[config.mk]
export PLATFORM = sky130hd
export DESIGN_NAME = booth_control_unit
export DESIGN_NICKNAME = d
export VERILOG_FILES = /design/src/rtl/booth_pkg.sv /design/src/rtl/booth_iter_counter.sv /design/src/rtl/booth_control_unit.sv
export SDC_FILE = /design/constraint.sdc
export NUM_CORES = 1
export LEC_CHECK = 0
export BUFFER_PORTS_ARGS = -buffer_cell sky130_fd_sc_hd__buf_2
export CAP_MARGIN = 10
export CORE_AREA = 2 2 39 41
export CTS_CLUSTER_SIZE = 10
export DETAILED_ROUTE_END_ITERATION = 16
export DIE_AREA = 0 0 41 43
export SYNTH_ARGS = -nofsm -noshare
export SYNTH_HDL_FRONTEND = slang
export SYNTH_SLANG_ARGS = --single-unit
[constraint.sdc]
create_clock -name clk -period 1.9 [get_ports clk]
set_clock_uncertainty 0.1 [all_clocks]
set_input_delay 0 -clock clk [delete_from_list [all_inputs] [get_ports clk]]
set_output_delay 0 -clock clk [all_outputs]
set_load 0.02 [all_outputs]
[src/rtl/booth_pkg.sv]
// Shared definitions for the radix-2 Booth multiplier control path.
//   state_t      : sequencer state encoding
//   DEFAULT_WIDTH: default operand width / iteration count
//   C*_IDX       : bit positions of the control lines c0..c6 in a control
//                  vector, shared with the datapath register decode
package booth_pkg;

  localparam int DEFAULT_WIDTH = 8;

  localparam int C0_IDX   = 0;  // init A, Q[-1]; load Q (multiplier)
  localparam int C1_IDX   = 1;  // load M (multiplicand)
  localparam int C2_IDX   = 2;  // A <= sum
  localparam int C3_IDX   = 3;  // adder subtract select
  localparam int C4_IDX   = 4;  // arithmetic right shift A:Q:Q[-1]
  localparam int C5_IDX   = 5;  // A onto outbus
  localparam int C6_IDX   = 6;  // Q onto outbus
  localparam int NUM_CTRL = 7;

  typedef enum logic [3:0] {
    IDLE,
    LOAD_Q,
    LOAD_M,
    TEST,
    ADD,
    SUB,
    SHIFT,
    OUT_A,
    OUT_Q,
    DONE
  } state_t;

endpackage

[src/rtl/booth_iter_counter.sv]
// Iteration counter for the Booth sequencer.
//   clk, rst : clock, synchronous active-high reset
//   clear    : force count to 0
//   inc      : advance count; wraps to 0 after WIDTH-1
//   last     : count == WIDTH-1 (current iteration is the final one)
module booth_iter_counter #(
  parameter int WIDTH = 8,
  parameter int CNT_W = $clog2(WIDTH)
) (
  input  logic clk,
  input  logic rst,
  input  logic clear,
  input  logic inc,
  output logic last
);

  logic [CNT_W-1:0] count;

  assign last = (count == CNT_W'(WIDTH - 1));

  // NOTE: reset is synchronous, so it lives inside the clocked branch rather
  // than in the sensitivity list.
  always_ff @(posedge clk) begin
    if (rst || clear) begin
      count <= '0;
    end else if (inc) begin
      // Explicit wrap keeps non-power-of-two widths correct.
      count <= last ? '0 : count + CNT_W'(1);
    end
  end

endmodule

[src/rtl/booth_control_unit.sv]
// Moore sequencer for the radix-2 Booth signed multiplier.
//   clk, rst   : clock, synchronous active-high reset
//   start      : multiply request, sampled only in IDLE
//   q0, q_1    : Q[0] and Q[-1] from the datapath, sampled only in TEST
//   c0..c6     : datapath control lines (see booth_pkg index constants)
//   busy       : high in every state except IDLE
//   done       : one-cycle pulse at the end of a multiply
module booth_control_unit
  import booth_pkg::*;
#(
  parameter int WIDTH = DEFAULT_WIDTH,
  parameter int CNT_W = $clog2(WIDTH)
) (
  input  logic clk,
  input  logic rst,
  input  logic start,
  input  logic q0,
  input  logic q_1,
  output logic c0,
  output logic c1,
  output logic c2,
  output logic c3,
  output logic c4,
  output logic c5,
  output logic c6,
  output logic busy,
  output logic done
);

  state_t state_q, state_d;
  logic   last;
  logic [NUM_CTRL-1:0] ctrl;

  booth_iter_counter #(
    .WIDTH (WIDTH),
    .CNT_W (CNT_W)
  ) u_iter_counter (
    .clk   (clk),
    .rst   (rst),
    .clear (state_q == LOAD_Q),
    .inc   (state_q == SHIFT),
    .last  (last)
  );

  // NOTE: state registers use non-blocking assignment so every flop samples
  // pre-edge values regardless of process ordering.
  always_ff @(posedge clk) begin
    if (rst) state_q <= IDLE;
    else     state_q <= state_d;
  end

  // NOTE: every signal written here gets a default first, so no path can
  // leave one unassigned and infer a latch.
  always_comb begin
    state_d = state_q;
    ctrl    = '0;
    busy    = 1'b1;
    done    = 1'b0;
    unique case (state_q)
      IDLE: begin
        busy = 1'b0;
        if (start) state_d = LOAD_Q;
      end
      LOAD_Q: begin
        ctrl[C0_IDX] = 1'b1;
        state_d      = LOAD_M;
      end
      LOAD_M: begin
        ctrl[C1_IDX] = 1'b1;
        state_d      = TEST;
      end
      TEST: begin
        // Booth recoding: 10 -> subtract M, 01 -> add M, 00/11 -> shift only.
        unique case ({q0, q_1})
          2'b10:   state_d = SUB;
          2'b01:   state_d = ADD;
          default: state_d = SHIFT;
        endcase
      end
      ADD: begin
        ctrl[C2_IDX] = 1'b1;
        state_d      = SHIFT;
      end
      SUB: begin
        ctrl[C2_IDX] = 1'b1;
        ctrl[C3_IDX] = 1'b1;
        state_d      = SHIFT;
      end
      SHIFT: begin
        ctrl[C4_IDX] = 1'b1;
        state_d      = last ? OUT_A : TEST;
      end
      OUT_A: begin
        ctrl[C5_IDX] = 1'b1;
        state_d      = OUT_Q;
      end
      OUT_Q: begin
        ctrl[C6_IDX] = 1'b1;
        state_d      = DONE;
      end
      DONE: begin
        done    = 1'b1;
        state_d = IDLE;
      end
      default: begin
        busy    = 1'b0;
        state_d = IDLE;
      end
    endcase
  end

  assign c0 = ctrl[C0_IDX];
  assign c1 = ctrl[C1_IDX];
  assign c2 = ctrl[C2_IDX];
  assign c3 = ctrl[C3_IDX];
  assign c4 = ctrl[C4_IDX];
  assign c5 = ctrl[C5_IDX];
  assign c6 = ctrl[C6_IDX];

endmodule

* Yosys cells after proc, flatten, opt, wreduce, memory -nomap -nowiden *
Cells that the tools add are included.

storage, ports and cells
  logic and storage cells = 34
  output and inout bits = 9
  bits of input ports = 5
  register bits = 7

cells by class
  add/subtract/negate cells = 1
  mux-type cells = 14
  reduce and logical (&&, ||, !) cells = 4
  equal/unequal tests = 13

operator list
  operator             number
  $pmux 4 s8           1
  $eq 4x3->1 const B   4
  $mux 1               9
  $reduce_or 9->1      1
  $eq 4x2->1 const B   2
  $eq 4x4->1 const B   2
  $mux 3               2
  $eq 4x1->1 const B   1
  $logic_not 4->1      1
  $mux 4               1
  $pmux 2 s2           1
  $add 3x1->3 const B  1
  $eq 3x3->1 const B   1
  $eq 2x1->1 const B   1
  $eq 2x2->1 const B   1
  $ne 2x2->1 const B   1
  $reduce_or 2->1      1
  $logic_or 1x1->1     1

* Longest topological paths before layout *
Gate-level depths: netlist of run 1.

  word-level depth = 3
  mapped depth = 5
  gate-level depth less buffers = 5

* Hierarchy *
A second synthesis of run 1 with hierarchy kept.

unflattened totals
  cell total of the unflattened synthesis = 48
  area total of the unflattened synthesis = 442.9 sq um

modules (own cells, without submodules)
  module              area an instance (sq um)  times used  sequential area each (sq um)  cells an instance
  booth_control_unit  300.3                     1           80.1                          36
  booth_iter_counter  142.6                     1           60.1                          12

* Worst setup path after synthesis of run 1 *
OpenSTA, ideal clock, no wires.

  path type = register -> register
  start point = reg state_q[2]
  end point = reg u_iter_counter.count[0]
  arrival = 1251 ps
  data required time = 1686 ps
  path slack = 434 ps
  setup time = 114 ps
  buffers on the path = 1
  period minus slack after synthesis = 1466 ps
  cell stages (with the launch flop) = 5
  cell sequence = dfxtp_1 buf_2 nor4b_2 or2_2 nor2_1

between the ends
  longest elaborated chain between the ends = 2
  elaborated cells on any way between the ends = 3
  classes of those cells = 2 x eq/ne; 1 x reduce/logical

ends and longest elaborated chain
  what                    RTL line                  text
  from (decl)             booth_control_unit.sv:30  state_t state_q, state_d;
  from (signal assigned)  booth_control_unit.sv:49  else state_q <= state_d;
  $eq 4x1->1              booth_control_unit.sv:40  .clear (state_q == LOAD_Q),
  $logic_or 1x1->1        booth_iter_counter.sv:24  if (rst || clear) begin
  to (signal assigned)    booth_iter_counter.sv:28  count <= last ? '0 : count + CNT_W'(1);
  to (decl)               booth_iter_counter.sv:17  logic [CNT_W-1:0] count;

Several ways; a longest one is shown, not always the timed one.
A chain may end at the register's enable or synchronous reset.

* Final worst setup path of run 1 *
  start point = reg state_q[2]
  end point = out c4

between the ends
  longest elaborated chain between the ends = 2

ends and longest elaborated chain
  what        RTL line                  text
  $eq 4x3->1  booth_control_unit.sv:59  unique case (state_q)
  $mux 1      booth_control_unit.sv:59
  to (decl)   booth_control_unit.sv:23  output logic c4,

Every way passes these cells.

==> out/qor.txt, run 1 <==
Syn Nets = 63
Period utilization = 80.7%
Worst hold slack = 0.109 ns
Avg Synthesized Cell Area = 9.05 sq um
Detail Placement HPWL = 707 um
Worst-path fanout max = 11
Fraction of layout cells with a size suffix above 1 = 35.7%
Hold Path Class = input pin to register
Vias in the first global route = 386
CP startpoint = state_q[2]
DRT Wirelength = 954 um
Clock tree buffer depth = 2
Worst vdd ir = 0.456 mV
Area grow syn2layout = 18.6%
Largest net degree at the start of global routing = 12
Clock buffer count from CTS = 3
Hold Startpoint = q0
Crit end category = primary output
Synth area leader = dfxtp_1
WL/cell = 11.1 um
Area of the multi-input gates = 297 sq um
Syn Std Cell Area = 498 sq um
Reg area = 140 sq um
Worst Setup Start Kind = register
Antenna violations before repair = 0
Slew @ Worst Pin = 0.440 ns
Die Wd = 41 um
CTS tree = done
Cells after synthesis = 55
CTS sink count = 7
Root buf cell = clkbuf_4
Data required time of the worst path = 1.80 ns
Sequential area share after synthesis = 28.1%
Die ar. = 1760 sq um
Core ar. = 1380 sq um
Top Ports = 14
Highest-delay cell along the critical path = dfxtp_1
Effective utilization at floorplan = 36.0%
Finished Layout Cells = 86
Buffers on Ports = 13
Pins over their slew limit = 0
Status = finished, final reports clean
Final Setup Violations = 0
Die height = 43 um
Post-CTS setup buffers = 0
# diodes = 0
Crit Path Category = register to primary output
RSZ-0062 raised after global routing = false
Place WS = 0.465 ns
Leading post-synthesis cells by cell area = dfxtp_1, ha_1, nand2b_1, buf_6, nor2_1
Final ANT Viol Nets = 0
Post-synthesis register bit count = 7
Vias/cell = 4.84
First DRT Iteration DRCs = 5
Critical Path AT = 1.43 ns
RD Place Congestion = 0.760
Most frequent cells in the layout = buf_2, nor2_1, dfxtp_1
Fillers = 139
Crit-path cells = nor4bb_4 -> buf_2
Clock Latency Late Sink = 0.25 ns
Std cell rows = 14
Netlist cell types = 24
Placed Cells = 80
Via Count = 416
Total gr overflow = 0
CTS clk-pin slew, worst paths = 0.06 ns
Worst Slack Setup Final = 0.366 ns
# DRC = 0
Util after Layout = 42.7%
Post_cts resized = 0
Final nets = 79
R2R Path Start = state_q[2]
H-tree depth = 1
Slew margin rel. = 70.6%
Leakage = 0.257 nW
Hold Fails Final Rpt = 0
MaxCap Viol Count = 0
Fin crit period = 1.53 ns
Area share of the largest cell type after synthesis = 28.1%
Synth Warn # = 0
Pwr/cell area = 969 nW/um^2
Commonest non-fill, non-tap cell in the layout = buf_2
First-pass GRT wire length = 1.56 mm
DR pass1 iterations = 2
Crit-path max cell delay = 0.52 ns
Setup_tns = 0 ns
Tot GR Track Use = 13.4%
Max Clk Rate = 652 MHz
Hold_buf cts = 2
stage by stage:
step / instance area (sq um) / power, mW
floorplan: 498 / 0.395
global placement: 544 / 0.436
detailed placement: 544 / 0.434
CTS: 591 / 0.585
global route: 591 / 0.616
finish: 591 / 0.572
state kept, by name, summed over array words and instances (netlist names):
name and count:
state_q 4, u_iter_counter.count 3
power breakdown:
part           internal, mW  switching (mW)  total (mW)
combinational         0.100           0.127       0.228
sequential            0.166          0.0403       0.206
clock                0.0804          0.0583       0.139
cells in the mapped netlist:
master     number
nand3b_2        1
nor4_2          1
nand2_1         1
nand2_2         1
buf_6           3
or2_2           1
nor3_1          1
dfxtp_1         7
ha_1            3
buf_4           1
o21a_1          3
nor3_2          1
a21oi_2         1
nand2b_1        6
mux2i_1         2
nor4b_1         1
nor4_1          1
nor4b_2         1
buf_2           1
a21oi_1         4
nor4bb_4        1
inv_1           4
nor2_1          8
a2111oi_1       1
cell families (layout without fill, tap and decap cells):
group,Yosys count,count (layout),synth area share [%]
AOI/OAI and AO/OA,9,9,12.3
adders and majority gates,3,3,7.54
DFF,7,7,28.1
muxes,2,2,4.02
buffers and inverters,9,24,12.3
and+or+nand+nor,25,25,35.7
critical path, delay by kind of cell (launching register included):
kind,cells,cell delay [ns]
buf+inv,1,0.24
flops,1,0.52
simple gates,1,0.41
layer usage:
metal | part of all wire (%) | vias up | GRT usage (%)
li1 | - | 216 | -
met1 | 47 | 187 | 15.1
met2 | 48 | 13 | 20.6
met3 | 5.2 | 0 | 3.14
met4 | 0 | 0 | 10.0
met5 | 0 | - | 0
worst paths after layout:
| check | endpoint | slack (ns) | cells after the start |
|---|---|---|---|
| setup / recovery | c4 | 0.37 | 2 |
| setup reg to reg | u_iter_counter.count[0] | 0.48 | 3 |
| hold reg to reg | u_iter_counter.count[1] | 0.38 | 2 |
| hold / removal | state_q[1] | 0.11 | 4 |
final cells by class:
cell class / instances / share of cell area [%]
repair buffers: 16 / 15.7
flip-flops and latches: 7 / 23.7
clock buffers: 4 / 4.45
inverters: 4 / 2.54
well taps: 16 / 3.39
multi-input cells: 39 / 50.2
(Power assumes the default switching activity.)
==> run 2: changes to the inputs <==
==> constraint.sdc (replaced) <==
create_clock -name clk -period 1.5 [get_ports clk]
set_clock_uncertainty 0.1 [all_clocks]
set_input_delay 0 -clock clk [delete_from_list [all_inputs] [get_ports clk]]
set_output_delay 0 -clock clk [all_outputs]
set_load 0.02 [all_outputs]
==> run 2 against run 1 <==
Via count rose by 0.48%. Flip-flop and latch count did not move. Cell count rose by 3.5%. Utilization rose by 1.6 points. Largest cell class unchanged.
==> out/qor.txt, run 2 (synthesis gave the netlist of run 1 again) <==
Fin crit period = 1.41 ns
Setup_tns = 0 ns
Status = finished, final reports clean
DRT Wirelength = 941 um
Worst R2R End = state_q[2]
Clock Latency Late Sink = 0.25 ns
Tot GR Track Use = 12.5%
Largest net degree at the start of global routing = 12
Worst Setup Start Kind = register
Reg with most FFs = state_q
Detail Placement HPWL = 709 um
Final ANT Viol Nets = 0
Slew @ Worst Pin = 0.389 ns
Most frequent cells in the layout = buf_2, nor2_1, dfxtp_1
Hold Path Class = input pin to register
WL/cell = 10.6 um
Effective utilization at floorplan = 36.0%
RD Place Congestion = 0.709
Area grow syn2layout = 23.1%
Crit Path Category = register to primary output
Total gr overflow = 0
MaxCap Viol Count = 0
CTS tree = done
RSZ-0062 raised after global routing = false
H-tree depth = 1
Finished Layout Cells = 89
Worst vdd ir = 0.644 mV
Fillers = 145
Critical Path AT = 1.31 ns
Vias in the first global route = 347
CTS clk-pin slew, worst paths = 0.05 ns
Data required time of the worst path = 1.40 ns
Die Wd = 41 um
Top Ports = 14
Core ar. = 1380 sq um
Crit end category = primary output
Vias/cell = 4.70
R2R Path Start = u_iter_counter.count[0]
Std cell rows = 14
Die height = 43 um
Commonest non-fill, non-tap cell in the layout = buf_2
Die ar. = 1760 sq um
# DRC = 0
Pins over their slew limit = 0
DR pass1 iterations = 3
First DRT Iteration DRCs = 5
Clock tree buffer depth = 2
Regs by FF count = state_q x4, u_iter_counter.count x3
Worst Reg2Reg Path Length in Cells = 4
CTS sink count = 7
Antenna violations before repair = 0
First-pass GRT wire length = 1.49 mm
Placed Cells = 83
# diodes = 0
Hold Path End = state_q[1]
Max Clk Rate = 710 MHz
Hold Startpoint = q0
Leakage = 0.273 nW
Fraction of layout cells with a size suffix above 1 = 38.4%
Post-CTS setup buffers = 0
Buffers on Ports = 13
Pwr/cell area = 1220 nW/um^2
Worst-path fanout max = 9
Final nets = 82
Worst R2R Setup Slack = 0.15 ns
Root buf cell = clkbuf_4
Slew margin rel. = 74.0%
Hold path depth = 4
Final Setup Violations = 0
Clock buffer count from CTS = 3
Hold Fails Final Rpt = 0
Period utilization = 93.9%
Via Count = 418
Largest register FFs = 4
run 2: final cells by class:
class | instances | area (sq um) | share of cell area (%)
multi-input cells | 39 | 297 | 48.4
repair buffers | 19 | 115 | 18.8
flip-flops and latches | 7 | 140 | 22.9
inverters | 4 | 15.0 | 2.45
clock buffers | 4 | 26.3 | 4.29
well taps | 16 | 20.0 | 3.27
run 2: metrics by stage:
stage	area [sq um]	hold slack [ns]	setup WS (ns)	util (%)	power [mW]
2_1_floorplan	498	-0.0213	0.0344	-	0.500
3_3_place_gp	567	0.126	0.185	41.0	0.570
3_5_place_dp	567	0.132	0.181	41.0	0.573
4_1_cts	613	0.130	0.0669	44.3	0.757
5_1_grt	613	0.161	0.00419	44.3	0.793
6_report	613	0.119	0.0911	44.3	0.746
run 2: how the worst max path moves through the flow:
stage                             from                      end  slack (ns)  depth (start not counted)
2_1_floorplan               state_q[2]  u_iter_counter.count[0]        0.03                          4
3_3_place_gp   u_iter_counter.count[0]               state_q[2]        0.18                          4
3_5_place_dp   u_iter_counter.count[0]               state_q[2]        0.18                          4
4_1_cts                     state_q[0]                       c4        0.07                          2
5_1_grt                     state_q[3]                     busy       0.004                          4
6_report                    state_q[3]                     busy        0.09                          4
run 2: what timing repair did:
item                      in CTS  in global routing
hold endpoints to repair       5                  0
gates resized for setup        0                  0
hold buffers                   2                  0
run 2: report_power, final:
| group | leakage (nW) | switching, mW | total (mW) | internal [mW] |
|---|---|---|---|---|
| Clock | 0.0150 | 0.0741 | 0.176 | 0.102 |
| Sequential | 0.0569 | 0.0270 | 0.237 | 0.210 |
| Combinational | 0.201 | 0.190 | 0.333 | 0.143 |
run 2: per-layer routing:
layer / global-route usage [%] / routed length (um) / vias to the layer above
met2: 16.6 / 393 / 16
met3: 4.71 / 71 / 2
met5: 0 / 0 / -
li1: - / - / 223
met4: 6.00 / 19 / 0
met1: 17.1 / 455 / 177
run 2: critical path, stage by stage, from the launching register on:
cell     delay [ns]
dfxtp_1        0.33
buf_4          0.18
nor4_2         0.30
nor2_1         0.08
buf_2          0.16
